`src/rtl/bcd_to_binary_seq_if.sv`:
```
// Start/busy/done handshake bundle for the sequential BCD-to-binary converter.
// The requester drives start/bcd; the converter returns busy/done/err/bin.
interface bcd_to_binary_seq_if #(
    parameter int unsigned DIGITS = 3,
    parameter int unsigned BIN_W  = 10
);
    logic                  start;
    logic [4*DIGITS-1:0]   bcd;
    logic                  busy;
    logic                  done;
    logic                  err;
    logic [BIN_W-1:0]      bin;

    modport master (
        output start, bcd,
        input  busy, done, err, bin
    );

    modport slave (
        input  start, bcd,
        output busy, done, err, bin
    );
endinterface

```
`src/rtl/bcd_to_binary_seq.sv`:
```
// Sequential BCD-to-binary converter (reverse double-dabble: shift right, then
// subtract 3 from every BCD nibble that is >= 8). One bit per cycle, 4*DIGITS steps.
module bcd_to_binary_seq #(
    parameter int unsigned DIGITS = 3,
    parameter int unsigned BIN_W  = 10
) (
    input logic               Clk,
    input logic               rst_n,
    bcd_to_binary_seq_if.slave bus
);
    localparam int unsigned W  = 4 * DIGITS;
    localparam int unsigned CW = $clog2(W + 1);

    typedef enum logic [1:0] {StIdle, StShift, StDone} state_e;

    state_e           state_q, state_d;
    logic [2*W-1:0]   work_q, work_d;
    logic [CW-1:0]    count_q, count_d;
    logic [BIN_W-1:0] bin_q, bin_d;
    logic             err_q, err_d;

    logic             digit_bad;
    logic [2*W-1:0]   work_step;

    always_comb begin
        digit_bad = 1'b0;
        for (int i = 0; i < int'(DIGITS); i++) begin
            if (bus.bcd[4*i +: 4] > 4'd9) digit_bad = 1'b1;
        end
    end

    // Upper half holds the BCD digits still to be drained; a nibble >= 8 has its top bit set.
    always_comb begin
        work_step = work_q >> 1;
        for (int i = 0; i < int'(DIGITS); i++) begin
            if (work_step[W + 4*i + 3]) begin
                work_step[W + 4*i +: 4] = work_step[W + 4*i +: 4] - 4'd3;
            end
        end
    end

    always_comb begin
        state_d = state_q;
        work_d  = work_q;
        count_d = count_q;
        bin_d   = bin_q;
        err_d   = err_q;
        unique case (state_q)
            StIdle: begin
                if (bus.start) begin
                    if (digit_bad) begin
                        bin_d   = '0;
                        err_d   = 1'b1;
                        state_d = StDone;
                    end else begin
                        work_d  = {bus.bcd, {W{1'b0}}};
                        count_d = '0;
                        state_d = StShift;
                    end
                end
            end
            StShift: begin
                work_d  = work_step;
                count_d = count_q + 1'b1;
                if (count_q == CW'(W - 1)) begin
                    bin_d   = work_step[BIN_W-1:0];
                    err_d   = 1'b0;
                    state_d = StDone;
                end
            end
            StDone: begin
                state_d = StIdle;
            end
            default: begin
                state_d = StIdle;
            end
        endcase
    end

    always_ff @(posedge Clk) begin
        if (!rst_n) begin
            state_q <= StIdle;
            work_q  <= '0;
            count_q <= '0;
            bin_q   <= '0;
            err_q   <= 1'b0;
        end else begin
            state_q <= state_d;
            work_q  <= work_d;
            count_q <= count_d;
            bin_q   <= bin_d;
            err_q   <= err_d;
        end
    end

    assign bus.busy = (state_q != StIdle);
    assign bus.done = (state_q == StDone);
    assign bus.err  = err_q;
    assign bus.bin  = bin_q;
endmodule

```
`src/flat_wrapper.sv`:
```
// flat-port wrapper written by rule: the top's interface ports become plain ports
module bcd_to_binary_seq_flat 
#(
    parameter int unsigned DIGITS = 3,
    parameter int unsigned BIN_W  = 10
)
  (Clk, rst_n, bus_start, bus_bcd, bus_busy, bus_done, bus_err, bus_bin);
  bcd_to_binary_seq_if #(.DIGITS(DIGITS), .BIN_W(BIN_W)) bus_i ();
  input logic Clk;
  input logic rst_n;
  input wire logic [$bits(bus_i.start)-1:0] bus_start;
  input wire logic [$bits(bus_i.bcd)-1:0] bus_bcd;
  output wire logic [$bits(bus_i.busy)-1:0] bus_busy;
  output wire logic [$bits(bus_i.done)-1:0] bus_done;
  output wire logic [$bits(bus_i.err)-1:0] bus_err;
  output wire logic [$bits(bus_i.bin)-1:0] bus_bin;
  assign bus_i.start = bus_start;
  assign bus_i.bcd = bus_bcd;
  assign bus_busy = bus_i.busy;
  assign bus_done = bus_i.done;
  assign bus_err = bus_i.err;
  assign bus_bin = bus_i.bin;
  bcd_to_binary_seq #(.DIGITS(DIGITS), .BIN_W(BIN_W)) u_core (.Clk(Clk), .rst_n(rst_n), .bus(bus_i));
endmodule
```
`config.mk`:
```
export PLATFORM = sky130hd
export DESIGN_NAME = bcd_to_binary_seq_flat
export DESIGN_NICKNAME = d
export VERILOG_FILES = /design/src/rtl/bcd_to_binary_seq_if.sv /design/src/rtl/bcd_to_binary_seq.sv /design/src/flat_wrapper.sv
export SDC_FILE = /design/constraint.sdc
export NUM_CORES = 1
export LEC_CHECK = 0
export ABC_CLOCK_PERIOD_IN_PS = 1400
export BUFFER_PORTS_ARGS = -buffer_cell sky130_fd_sc_hd__buf_4
export CAP_MARGIN = 20
export CORE_MARGIN = 1
export CORE_UTILIZATION = 49
export DETAILED_ROUTE_END_ITERATION = 12
export PLACE_DENSITY = 0.74
export SLEW_MARGIN = 20
export SYNTH_ARGS = -nofsm -noshare
export SYNTH_HDL_FRONTEND = slang
export SYNTH_SLANG_ARGS = --single-unit
```
`constraint.sdc`:
```
create_clock -name Clk -period 1.4 [get_ports Clk]
set_clock_uncertainty 0.05 [all_clocks]
set_input_delay 0.07 -clock Clk [delete_from_list [all_inputs] [get_ports Clk]]
set_output_delay 0.07 -clock Clk [all_outputs]
set_load 0.01 [all_outputs]
```
=== Word-level counts from Yosys, hierarchy flattened ===
Index checks and enable logic that the tools add are counted.

* $add $sub $neg: 3
* Order comparisons: 3
* Equal/unequal tests: 7
* Multiplexer cells: 23
* Reduce and logical (&&, ||, !) cells: 6

{| class="wikitable"
|+ Operator list
! kind !! number
|-
| 2-to-1 mux 24 bit || 2
|-
| one-hot mux 24 bit (2 select lines) || 1
|-
| 2-to-1 mux 10 bit || 3
|-
| one-hot mux 10 bit (2 select lines) || 1
|-
| 2-to-1 mux 4 bit || 4
|-
| > comparator 4 bit, second input constant || 3
|-
| one-hot mux 4 bit (2 select lines) || 1
|-
| subtractor 4 x 2 -> 4 bit, second input constant || 2
|-
| 2-to-1 mux 1 bit || 6
|-
| 2-to-1 mux 2 bit || 3
|-
| adder 4 x 1 -> 4 bit, second input constant || 1
|-
| == test 4 bit, second input constant || 1
|-
| inequality test 2 x 1 -> 1 bit, second input constant || 2
|-
| inequality test 2 bit, second input constant || 2
|-
| one-hot mux 2 bit (2 select lines) || 1
|-
| AND reduction 4 bit || 1
|-
| nonzero test 2 bit || 2
|-
| AND reduction 3 bit || 1
|-
| == test 2 x 1 -> 1 bit, second input constant || 1
|-
| == test 2 bit, second input constant || 1
|-
| zero test 2 bit || 1
|-
| one-hot mux 1 bit (2 select lines) || 1
|-
| AND reduction 2 bit || 1
|}

* Register bits: 41
* Output and inout port bits: 13

=== Depth between registers and ports, before layout ===
* Depth after elaboration: 7
* Mapped depth: 6

=== Worst setup path before layout ===
No wires, ideal clock.

* Path kind: register -> register
* From: register u_core.state_q[1]
* To: register u_core.work_q[1]
* Arrival time: 1.307 ns
* Setup slack: -0.073 ns
* Stages on the path, launching flop included: 6
* Path buffers: 1
* Cell sequence: dfxtp_1 -> nand2b_1 -> o41a_1 -> and2_4 -> buf_6 -> a22o_1

* Longest elaborated chain between the ends: 3

{| class="wikitable"
|+ RTL lines
! element !! RTL line !! text
|-
| start: declaration || bcd_to_binary_seq.sv:16 || <nowiki>state_e state_q, state_d;</nowiki>
|-
| start signal: assignment || bcd_to_binary_seq.sv:82 || <nowiki>state_q <= StIdle;</nowiki>
|-
| start signal: assignment || bcd_to_binary_seq.sv:88 || <nowiki>state_q <= state_d;</nowiki>
|-
| zero test 2 bit or == test 2 x 1 -> 1 bit (tied branches) || bcd_to_binary_seq.sv:48 || <nowiki>unique case (state_q)</nowiki>
|-
| inequality test 2 bit (no line) or nonzero test 2 bit (tied branches) || n/a ||
|-
| AND reduction 3 bit (no line) || n/a ||
|-
| end signal: assignment || bcd_to_binary_seq.sv:89 || <nowiki>work_q <= work_d;</nowiki>
|-
| end: declaration || bcd_to_binary_seq.sv:17 || <nowiki>logic [2*W-1:0] work_q, work_d;</nowiki>
|}

Parallel ways exist; a longest one is shown, timed or not.
A chain may end at the register's enable or synchronous reset.

=== Final worst setup path ===
* From: register u_core.state_q[1]
* To: register u_core.count_q[0]

* Longest elaborated chain between the ends: 3

{| class="wikitable"
|+ RTL lines
! element !! RTL line !! text
|-
| zero test 2 bit or == test 2 x 1 -> 1 bit (tied branches) || bcd_to_binary_seq.sv:48 ||
|-
| inequality test 2 bit (no line) or nonzero test 2 bit (tied branches) || n/a ||
|-
| AND reduction 3 bit (no line) || n/a ||
|-
| end signal: assignment || bcd_to_binary_seq.sv:90 || <nowiki>count_q <= count_d;</nowiki>
|-
| end: declaration || bcd_to_binary_seq.sv:18 || <nowiki>logic [CW-1:0] count_q, count_d;</nowiki>
|}

Parallel ways exist; a longest one is shown, timed or not.

==> results.cfg <==
[detailed_routing]
ant_nets = 0
vias = 1506
wl_per_cell_um = 15.24
vias_per_cell = 5.640
drcViolationCount = 0
route.final.wire_length_um = 4070
drt_iter0_markers = 40
drt_pass1_iterations = 4

[logic_synthesis]
synth.most_common_cell = dfxtp_1
synthFlopType = dfxtp_1
yosysTopAreaCell = dfxtp_1
synthTopCellsByArea = dfxtp_1, a22o_1, nand2_1
synth-seq-area-share = 0.4816
ys_warn_count = 0
yosysTopAreaCellShare = 0.4816
netlist_area_um2 = 1663
post_synth_num_cell_types = 41
synthTopCellsByCount = dfxtp_1, a22o_1, nand2_1
synth.avg_cell_area_um2 = 9.898
syn_nets = 186
synth_cells = 168
ys_seq_elements = 40
synthArstFlopShare = 0
synth_edf_count = 0

[critical_path]
cp-start-kind = flip-flop
required_ns = 1.61
r2r_setup_slack_ns = -0.11
r2r_start = u_core.state_q[1]$_SDFFE_PN0P_
slowest_stage = dfxtp_4
r2r_cells = 4
cp_max_fo = 8
slowest_delay_ns = 0.39
cp_cell_sequence = nand2b_4, o41a_1, and2_4, mux2_2
worstPathArrival_ns = 1.71
cp-end-kind = flip-flop
r2r-end = u_core.count_q[0]$_SDFFE_PN0P_
critical_path_class = reg2reg

[grt]
grt_pass1_vias = 1416
grt_max_degree = 30
antenna_found_initial = 0
track_usage = 0.2403
grt_pass1_wl_um = 6354
grt_overflow_total = 0

[finish]
syn2layout_area_growth_pct = 40.33
fillers = 223
fin_nets = 240
antenna_cells = 0
drive_gt1_frac = 0.3857

[placement]
io_buffer_count = 27
place.gp.congestion = 0.7778
place_ws_ns = -0.1549
dpl.hpwl_um = 2684

[clock_tree]
cts.path.max_buffers = 2
clock-sinks = 40
cts-root-buf = clkbuf_4
cts_tree = done
cts_buffers = 5
htreeDepth = 2
clk_latency_ns = 0.35
clkTransAtPathRegs_ns = 0.12

[floorplan]
die_area_um2 = 3631
chipWidth_um = 60.26
fp.dieH_um = 60.26
core_um2 = 3128
ios = 28
start_util = 0.5316
rows = 20

[timing]
tightest_slew_ns = 0.3592
final.period_utilization = 1.075
finalHoldViolations = 0
final.min_clock_period_ns = 1.505
rsz0062_at_grt = true
slew_headroom = 0.7605
setup_viol = 36
fmax_ghz = 0.6644
slew_violations = 0
setup_slack_ns = -0.1050

[min_path]
hold_class = in2reg
hold_depth = 4
holdPathEnd = u_core.work_q[20]$_SDFFE_PN0P_
hp-start = bus_bcd[8]

[outcome]
status = finished with violations
violations = setup timing

[power_and_ir_drop]
ir_worst_vdd_uv = 901.9
power.density_nw_per_um2 = 1027
p_leak_nw = 0.9946
p_total_mw = 2.397

[job]
cap_viol_max_count = 0
[registers in the layout, indices dropped and copies added, names as in the netlist]
| name | flops |
|---|---|
| u_core.bus.bin | 10 |
| u_core.bus.err | 1 |
| u_core.count_q | 4 |
| u_core.state_q | 2 |
| u_core.work_q | 23 |
[layer usage]
metal  part of all wire  global-route usage  vias to the layer above  wire length (µm)
li1                   -                   -                      732                 -
met1               0.43              0.2743                      733              1735
met2               0.53              0.4301                       33              2138
met3              0.034             0.04545                        8               140
met4              0.014              0.1030                        0                56
met5                  0                   0                        -                 0
[area by class of cell]
| cell class | instances | area, µm² | share of cell area |
|---|---|---|---|
| flip-flops and latches | 40 | 810.8 | 0.3475 |
| multi-input cells | 116 | 904.6 | 0.3877 |
| clock buffers | 6 | 51.30 | 0.02198 |
| clock inverters | 2 | 38.79 | 0.01662 |
| well taps | 44 | 55.05 | 0.02359 |
| inverters | 1 | 3.754 | 0.001609 |
| repair buffers | 58 | 469.2 | 0.2011 |
[power by group]
group	internal, mW	leakage, nW	switching (mW)
sequential	1.17	0.326	0.0343
combinational	0.195	0.620	0.174
clock	0.428	0.0484	0.395
total	1.79	0.995	0.603
[metrics by stage]
step	cells	hold WS [ns]	area, µm²	utilization	TNS [ns]
global route	267	0.02718	2333	0.7460	-4.100
detailed placement	248	0.2970	2047	0.6544	-2.986
global placement	248	0.2834	2047	0.6544	-1.853
finish	267	0.01833	2333	0.7460	-1.758
CTS	265	0.01776	2270	0.7256	-1.232
floorplan	168	0.1536	1679	-	-0.1825
[what timing repair did]
action / CTS / global route
endpoints found under the setup margin: 35 / 39
buffers inserted: 3 / 1
pin swaps: 1 / 8
hold buffers: 5 / 0
resized for setup: 17 / 12
cloned: 1 / 1
endpoints found under the hold margin: 5 / 0
[critical path: cells and delay by family (launching register included)]
kind	cells	cell delay (ns)
and+or+nand+nor	2	0.34
muxes	1	0.26
DFF	1	0.39
AOI/OAI and AO/OA	1	0.37
[cell usage in the layout (no fill, tap or decap), types with 2 or more instances in the layout]
| cell type | instances |
|---|---|
| dlygate4sd3_1 | 5 |
| nor2_4 | 2 |
| a31o_1 | 2 |
| and2_4 | 2 |
| a211oi_2 | 4 |
| o2111ai_1 | 4 |
| o21ai_0 | 4 |
| buf_6 | 3 |
| dfxtp_1 | 36 |
| nand3_1 | 8 |
| clkbuf_4 | 5 |
| a22o_1 | 20 |
| dfxtp_2 | 2 |
| ha_1 | 2 |
| o21ai_1 | 4 |
| nand2_1 | 18 |
| mux2i_1 | 2 |
| a31oi_1 | 2 |
| xnor2_1 | 4 |
| nor2b_1 | 5 |
| o211a_1 | 3 |
| buf_4 | 48 |
| o21a_1 | 4 |
| nor2_1 | 3 |
| dfxtp_4 | 2 |
[logic make-up after synthesis]
group	share of synthesized area
muxes	0.01881
AOI/OAI and AO/OA	0.2686
adders and majority gates	0.02258
DFF	0.4816
buffers and inverters	0.03687
xor gates and xnor gates	0.02107
and+or+nand+nor	0.1505
[worst max path at each step]
stage | start | to | cells after the start
floorplan | u_core.state_q[1]$_SDFFE_PN0P_ | u_core.work_q[1]$_SDFFE_PN0P_ | 5
global placement | u_core.state_q[1]$_SDFFE_PN0P_ | u_core.work_q[19]$_SDFFE_PN0P_ | 4
detailed placement | u_core.state_q[0]$_SDFFE_PN0P_ | u_core.work_q[15]$_SDFFE_PN0P_ | 3
CTS | u_core.state_q[1]$_SDFFE_PN0P_ | u_core.work_q[20]$_SDFFE_PN0P_ | 6
global route | u_core.state_q[1]$_SDFFE_PN0P_ | u_core.work_q[20]$_SDFFE_PN0P_ | 6
finish | u_core.state_q[1]$_SDFFE_PN0P_ | u_core.count_q[0]$_SDFFE_PN0P_ | 4
Power figures use the tool's default switching activity.
